$ cat config.mk
export PLATFORM = sky130hd
export DESIGN_NAME = key_schedule_ctrl_flat
export DESIGN_NICKNAME = d
export VERILOG_FILES = /design/src/rtl/aes_pkg.sv /design/src/rtl/key_schedule_ctrl_if.sv /design/src/rtl/rk_regfile.sv /design/src/rtl/key_schedule_ctrl.sv /design/src/flat_wrapper.sv
export SDC_FILE = /design/constraint.sdc
export NUM_CORES = 2
export LEC_CHECK = 0
export BUFFER_PORTS_ARGS = -buffer_cell sky130_fd_sc_hd__buf_4
export CAP_MARGIN = 20
export CORE_ASPECT_RATIO = 1.5
export CORE_MARGIN = 2
export CORE_UTILIZATION = 60
export DETAILED_ROUTE_END_ITERATION = 12
export PLACE_DENSITY = 0.79
export SYNTH_ARGS = -nofsm -noshare
export SYNTH_HDL_FRONTEND = slang
export SYNTH_SLANG_ARGS = --single-unit
export TNS_END_PERCENT = 100
$ cat constraint.sdc
create_clock -name clk -period 3.7 [get_ports clk]
set_input_delay 0.925 -clock clk [delete_from_list [all_inputs] [get_ports clk]]
set_output_delay 0.925 -clock clk [all_outputs]
set_load 0.01 [all_outputs]
$ cat src/rtl/aes_pkg.sv
// Shared AES-128 key-schedule types and constants.
// Used by the round-key sequencer, its register file and the generator interface.
package aes_pkg;

  localparam int unsigned AES_NR   = 10;
  localparam int unsigned RK_DEPTH = 11;

  typedef logic [127:0] key128_t;
  typedef logic [3:0]   rk_idx_t;

  typedef enum logic [1:0] {
    IDLE,
    RUN,
    DONE
  } state_t;

  localparam rk_idx_t RK_LAST    = rk_idx_t'(RK_DEPTH - 1);
  localparam rk_idx_t LAST_ROUND = rk_idx_t'(AES_NR - 1);

endpackage

$ cat src/rtl/key_schedule_ctrl_if.sv
// Link between the key-schedule sequencer and the external round-key generator.
// master = sequencer side, slave = generator side.
interface key_schedule_ctrl_if;

  logic [3:0]       gk_round;
  aes_pkg::key128_t gk_inp_key;
  aes_pkg::key128_t gk_out_key;

  modport master (
    output gk_round,
    output gk_inp_key,
    input  gk_out_key
  );

  modport slave (
    input  gk_round,
    input  gk_inp_key,
    output gk_out_key
  );

endinterface

$ cat src/rtl/rk_regfile.sv
// 11 x 128-bit round-key store: one synchronous write port, one combinational
// read port returning zero for indices beyond the last round key.
module rk_regfile
  import aes_pkg::*;
(
  input  logic    clk,
  input  logic    rst_n,
  input  logic    we,
  input  rk_idx_t waddr,
  input  key128_t wdata,
  input  rk_idx_t raddr,
  output key128_t rdata
);

  key128_t mem [RK_DEPTH];

  always_ff @(posedge clk or negedge rst_n) begin
    if (!rst_n) begin
      for (int unsigned i = 0; i < RK_DEPTH; i++) begin
        mem[i] <= '0;
      end
    end else if (we && (waddr <= RK_LAST)) begin
      mem[waddr] <= wdata;
    end
  end

  always_comb begin
    rdata = '0;
    if (raddr <= RK_LAST) begin
      rdata = mem[raddr];
    end
  end

endmodule

$ cat src/rtl/key_schedule_ctrl.sv
// AES-128 round-key sequencer: steps an external generator through rounds 0..9,
// waiting SBOX_LAT cycles per round, and stores all 11 round keys.
module key_schedule_ctrl
  import aes_pkg::*;
#(
  parameter int unsigned SBOX_LAT = 1
) (
  input  logic                       clk,
  input  logic                       rst_n,
  input  logic                       start,
  input  key128_t                    cipher_key,
  output logic                       busy,
  output logic                       done,
  output logic                       keys_valid,
  key_schedule_ctrl_if.master        gk,
  input  rk_idx_t                    rk_addr,
  output key128_t                    rk_data
);

  localparam logic [1:0] LAT_MAX = 2'(SBOX_LAT);

  state_t     state;
  state_t     state_nxt;
  key128_t    cur_key;
  rk_idx_t    round;
  logic [1:0] lat_cnt;
  logic       kv_q;

  logic       capture;
  logic       last_round;
  logic       rf_we;
  rk_idx_t    rf_waddr;
  key128_t    rf_wdata;

  assign capture    = (state == RUN) && (lat_cnt == LAT_MAX);
  assign last_round = (round == LAST_ROUND);

  always_ff @(posedge clk or negedge rst_n) begin
    if (!rst_n) begin
      state <= IDLE;
    end else begin
      state <= state_nxt;
    end
  end

  always_comb begin
    state_nxt = state;
    unique case (state)
      IDLE:    if (start) state_nxt = RUN;
      RUN:     if (capture && last_round) state_nxt = DONE;
      DONE:    state_nxt = IDLE;
      default: state_nxt = IDLE;
    endcase
  end

  // The cipher key itself is round key 0, written on the accepting edge.
  always_comb begin
    busy     = 1'b0;
    done     = 1'b0;
    rf_we    = 1'b0;
    rf_waddr = '0;
    rf_wdata = gk.gk_out_key;
    unique case (state)
      IDLE: begin
        if (start) begin
          rf_we    = 1'b1;
          rf_wdata = cipher_key;
        end
      end
      RUN: begin
        busy = 1'b1;
        if (capture) begin
          rf_we    = 1'b1;
          rf_waddr = round + 4'd1;
        end
      end
      DONE: begin
        busy = 1'b1;
        done = 1'b1;
      end
      default: ;
    endcase
  end

  // keys_valid is set on the final capture so it is already high alongside done.
  always_ff @(posedge clk or negedge rst_n) begin
    if (!rst_n) begin
      cur_key <= '0;
      round   <= '0;
      lat_cnt <= '0;
      kv_q    <= 1'b0;
    end else begin
      unique case (state)
        IDLE: begin
          if (start) begin
            cur_key <= cipher_key;
            round   <= '0;
            lat_cnt <= '0;
            kv_q    <= 1'b0;
          end
        end
        RUN: begin
          if (capture) begin
            cur_key <= gk.gk_out_key;
            lat_cnt <= '0;
            if (last_round) begin
              kv_q <= 1'b1;
            end else begin
              round <= round + 4'd1;
            end
          end else begin
            lat_cnt <= lat_cnt + 2'd1;
          end
        end
        default: ;
      endcase
    end
  end

  assign keys_valid    = kv_q;
  assign gk.gk_round   = round;
  assign gk.gk_inp_key = cur_key;

  rk_regfile u_rk_regfile (
    .clk   (clk),
    .rst_n (rst_n),
    .we    (rf_we),
    .waddr (rf_waddr),
    .wdata (rf_wdata),
    .raddr (rk_addr),
    .rdata (rk_data)
  );

endmodule

$ cat src/flat_wrapper.sv
// flat-port wrapper written by rule: the top's interface ports become plain ports
module key_schedule_ctrl_flat import aes_pkg::*;
#(
  parameter int unsigned SBOX_LAT = 1
)
  (clk, rst_n, start, cipher_key, busy, done, keys_valid, rk_addr, rk_data, gk_gk_round, gk_gk_inp_key, gk_gk_out_key);
  key_schedule_ctrl_if gk_i ();
  input  logic clk;
  input  logic rst_n;
  input  logic start;
  input  key128_t cipher_key;
  output logic busy;
  output logic done;
  output logic keys_valid;
  input  rk_idx_t rk_addr;
  output key128_t rk_data;
  output wire logic [$bits(gk_i.gk_round)-1:0] gk_gk_round;
  output wire logic [$bits(gk_i.gk_inp_key)-1:0] gk_gk_inp_key;
  input wire logic [$bits(gk_i.gk_out_key)-1:0] gk_gk_out_key;
  assign gk_gk_round = gk_i.gk_round;
  assign gk_gk_inp_key = gk_i.gk_inp_key;
  assign gk_i.gk_out_key = gk_gk_out_key;
  key_schedule_ctrl #(.SBOX_LAT(SBOX_LAT)) u_core (.clk(clk), .rst_n(rst_n), .start(start), .cipher_key(cipher_key), .busy(busy), .done(done), .keys_valid(keys_valid), .gk(gk_i), .rk_addr(rk_addr), .rk_data(rk_data));
endmodule
==> impl_summary.md <==
Min path
The tightest min-delay check is of the in2async type.

Power and ir drop
The clock network burns 25.9% of the power. The combinational cell fraction of total power is 29.6%. The share of total power dissipated in sequential elements is 44.5%.

The worst ir drop on vdd is 0.594 mV. Summed over all cells, the static leakage comes to 37.8 nW. The cell-internal power is 40.6 mW. Power spread over the standard cell area amounts to 700 nW/um2. In this run switching power makes up 30.2% of total power. The power dissipated by switching net loads is 17.6 mW.

STA
On the final layout, the worst clock skew is 30.5 ps. The fmax is 273 MHz. The final critical path takes up 99.1% of the cycle. The final hold slack is 93.6 ps.

The number of failing setup endpoints in the final timing report is 0. Setup repair after global routing could not meet its margin everywhere. The worst relative slew slack is 27.8%. The final number of max-transition violations is 0. For the pin with the worst max-slew slack, the measured transition is 1080 ps. After layout, the minimum clock period comes to 3670 ps. The sum of negative setup slack is 0 ps. The count of final hold-check violations is 0.

Place
The count of buffers added on input and output ports is 525. The area of placed instances is 78300 um2. Routability-driven placement finished with a final weighted congestion of 0.803. Detailed placement finished with a half-perimeter wire length of 116 mm.

Finish
Summing all multi-input logic gate instances after layout gives 30700 um2. In the layout the commonest cells are 1545 x sky130_fd_sc_hd__dfrtp_1, 1500 x sky130_fd_sc_hd__mux2_2, 686 x sky130_fd_sc_hd__buf_4, 473 x sky130_fd_sc_hd__mux2i_1, 343 x sky130_fd_sc_hd__o21ai_0. The final core utilization is 69.9%.

The library cell used most frequently in the layout, excluding fill and tap cells, is sky130_fd_sc_hd__dfrtp_1. The cell area after layout is 83100 um2. After the last flow step, the layout net total stands at 5889. The count of fill cells added during filler insertion is 8034. Across the whole layout, storage elements account for 38700 um2. From synthesis to final layout, the design area changed by 15.5%. Cells with a size suffix above 1 make up 46.4% of the layout.

Drt
For this run, design rule violations remaining after detail routing come to 0. The first-pass iteration count of the detailed router is 7. After detailed routing, the total wire length is 189 mm.

The routed length per placed instance is 25.8 um. The routed layout has 45.9k vias. The number of design-rule violations left by the first detailed-router iteration is 3218. In this run the remaining antenna-violating nets after routing total 0. Dividing the detail-routed via count by the number of cells gives 6.29.

Floorplan
Once the floorplan was initialized, standard cells occupied 60.5% of the core. The area of the core region is 119000 um2. The die outline area is 123000 um2. The I/O pin total is 526.

From bottom edge to top edge, the die measures 428 um. The die outline width is 287 um. The number of placement rows is 155.

Clock tree
The later-pin clock latency in the skew report is 770 ps. TritonCTS built the clock tree. The maximum clock insertion buffer count is 3. The clock slew at the register clock pins of the worst setup and hold paths is 70 ps. For this design, the sink count on the clock tree is 1545. Buffers inserted during clock tree synthesis total 143. The number of post-CTS setup repair buffers is 0. The library cell used as clock root buffer is sky130_fd_sc_hd__clkbuf_16. CTS built an H-tree with a depth of 4.

Yosys
The largest total area in the synthesized netlist belongs to sky130_fd_sc_hd__dfrtp_1. After synthesis, the mean cell area works out to 13.8 um2. The netlist uses 45 different library cells. Summing the sequential cell areas from Yosys gives 53.8% of the chip area. The total number of yosys warnings is 0.

The number of enable flip-flop cells after synthesis is 0. By area the synthesized netlist is led by sky130_fd_sc_hd__dfrtp_1 54%, sky130_fd_sc_hd__mux2_2 23%, sky130_fd_sc_hd__mux2i_1 6.6%. The most common flop cell mapped by yosys is sky130_fd_sc_hd__dfrtp_1. The proportion of netlist area held by the largest area contributor is 53.8%. The synthesized area is 71900 um2. The number of register bits inferred by synthesis is 1545. The number of cells produced by synthesis is 5215. When the netlist entered floorplanning its net count stood at 5483.

The share of async-settable or async-resettable flops after synthesis is 100%.

GRT
The number of global-route vias before repair is 49.6k. The initial antenna violation count came to 3. The pin count of the biggest net entering global routing is 117. The global-route wire length before repair is 293 mm. The global-route congestion overflow total is 0.

For this run, the total global-route usage over all layers was measured as 31.0%.

Critical path
The worst path required time is 2770 ps. The critical path capture point type is a primary output. The worst setup path is launched from a primary input. Data on the critical path arrives at its endpoint at 2740 ps. The minimum setup slack among reg-to-reg paths is 550 ps. The startpoint-to-endpoint class of the critical path is in2out. The largest driver fanout on the critical path is 33.

Job
Across the run, the number of max-cap violations was 0.

Outcome
The run finished with clean final reports.
critical path, cell delays in order:
cell and delay, ps:
sky130_fd_sc_hd__buf_8 170, sky130_fd_sc_hd__buf_12 210, sky130_fd_sc_hd__nor2b_4 240, sky130_fd_sc_hd__buf_12 170, sky130_fd_sc_hd__buf_12 240, sky130_fd_sc_hd__a21oi_1 110
sky130_fd_sc_hd__o21ai_0 290, sky130_fd_sc_hd__buf_4 200, sky130_fd_sc_hd__buf_4 120
sequential cells by signal (all words and copies together), names as in the netlist:
name	cells
u_core.u_rk_regfile.mem	1408
u_core.gk.gk_inp_key	128
u_core.state	2
u_core.lat_cnt	2
u_core.keys_valid	1
u_core.gk.gk_round	4
power groups by stage:
stage / Combinational [mW] / Clock [mW] / Sequential (mW)
4_1_cts: 17.3 / 15.2 / 25.8
6_report: 17.2 / 15.0 / 25.9
5_1_grt: 18.6 / 16.0 / 26.5
2_1_floorplan: 11.6 / 0 / 25.3
3_3_place_gp: 16.6 / 0 / 25.6
3_5_place_dp: 17.2 / 0 / 26.0
final timing paths:
kind / start / to / depth (start not counted)
worst max register to register: u_core.gk.gk_round[0]$_DFFE_PN0P_ / u_core.u_rk_regfile.mem[716]$_DFFE_PN0P_ / 7
worst max-delay path: rk_addr[0] / rk_data[28] / 9
worst min register to register: u_core.gk.gk_inp_key[70]$_DFFE_PN0P_ / u_core.gk.gk_inp_key[70]$_DFFE_PN0P_ / 2
min in group clk: cipher_key[59] / u_core.gk.gk_inp_key[59]$_DFFE_PN0P_ / 3
worst min-delay path: rst_n / u_core.gk.gk_inp_key[14]$_DFFE_PN0P_ / 1
max in group asynchronous: rst_n / u_core.u_rk_regfile.mem[460]$_DFFE_PN0P_ / 2
repair_timing:
| item | in CTS | in global routing |
|---|---|---|
| gates resized for setup | 0 | 12 |
| hold buffers | 0 | 0 |
| setup endpoints to repair | 0 | 10 |
layout make-up:
type	count	area share, %
inverter	7	0.0346
multi-input combinational	3147	37.0
sequential	1545	46.5
clock buffer	203	4.97
tap	1570	2.36
timing repair buffer	777	8.38
antenna	1	0.00301
clock inverter	49	0.723
cells by family after synthesis:
family | synth area share (%)
DFF | 53.8
and+or+nand+nor | 1.66
muxes | 35.3
AOI/OAI and AO/OA | 5.47
adders and majority gates | 0.0870
buffers and inverters | 3.76
Yosys cell counts (2+ instances only):
cell type	n
sky130_fd_sc_hd__o221ai_1	40
sky130_fd_sc_hd__o21ai_0	347
sky130_fd_sc_hd__mux2_1	76
sky130_fd_sc_hd__mux4_2	128
sky130_fd_sc_hd__a21oi_1	137
sky130_fd_sc_hd__and3_1	2
sky130_fd_sc_hd__buf_6	59
sky130_fd_sc_hd__mux2i_1	473
sky130_fd_sc_hd__clkbuf_1	257
sky130_fd_sc_hd__a22o_1	3
sky130_fd_sc_hd__a221oi_1	88
sky130_fd_sc_hd__nand3_1	2
sky130_fd_sc_hd__nand2b_1	4
sky130_fd_sc_hd__ha_1	5
sky130_fd_sc_hd__a31oi_1	40
sky130_fd_sc_hd__dfrtp_1	1545
sky130_fd_sc_hd__buf_1	22
sky130_fd_sc_hd__nor2_1	134
sky130_fd_sc_hd__nor2b_1	4
sky130_fd_sc_hd__mux2_2	1500
sky130_fd_sc_hd__buf_2	148
sky130_fd_sc_hd__nand3b_1	2
sky130_fd_sc_hd__and2_1	2
sky130_fd_sc_hd__and3b_1	2
sky130_fd_sc_hd__buf_4	30
sky130_fd_sc_hd__inv_1	7
sky130_fd_sc_hd__nand2_1	140
per-stage QoR:
step,setup WS (ps),power [mW],cells
global route,-13.3,61.0,7299
finish,32.0,58.1,7299
detailed placement,30.9,43.2,7046
CTS,32.5,58.3,7298
global placement,32.6,42.2,7046
floorplan,329,37.0,5215
metal layers:
layer / global-route usage [%] / part of all wire, % / routed length [um]
met5: 0 / 0.011 / 21
met4: 10.8 / 3.2 / 6130
met3: 5.13 / 5.2 / 9830
met2: 53.6 / 52 / 97400
met1: 39.2 / 40 / 75300
Note: power is estimated with default switching activity, not from simulation.
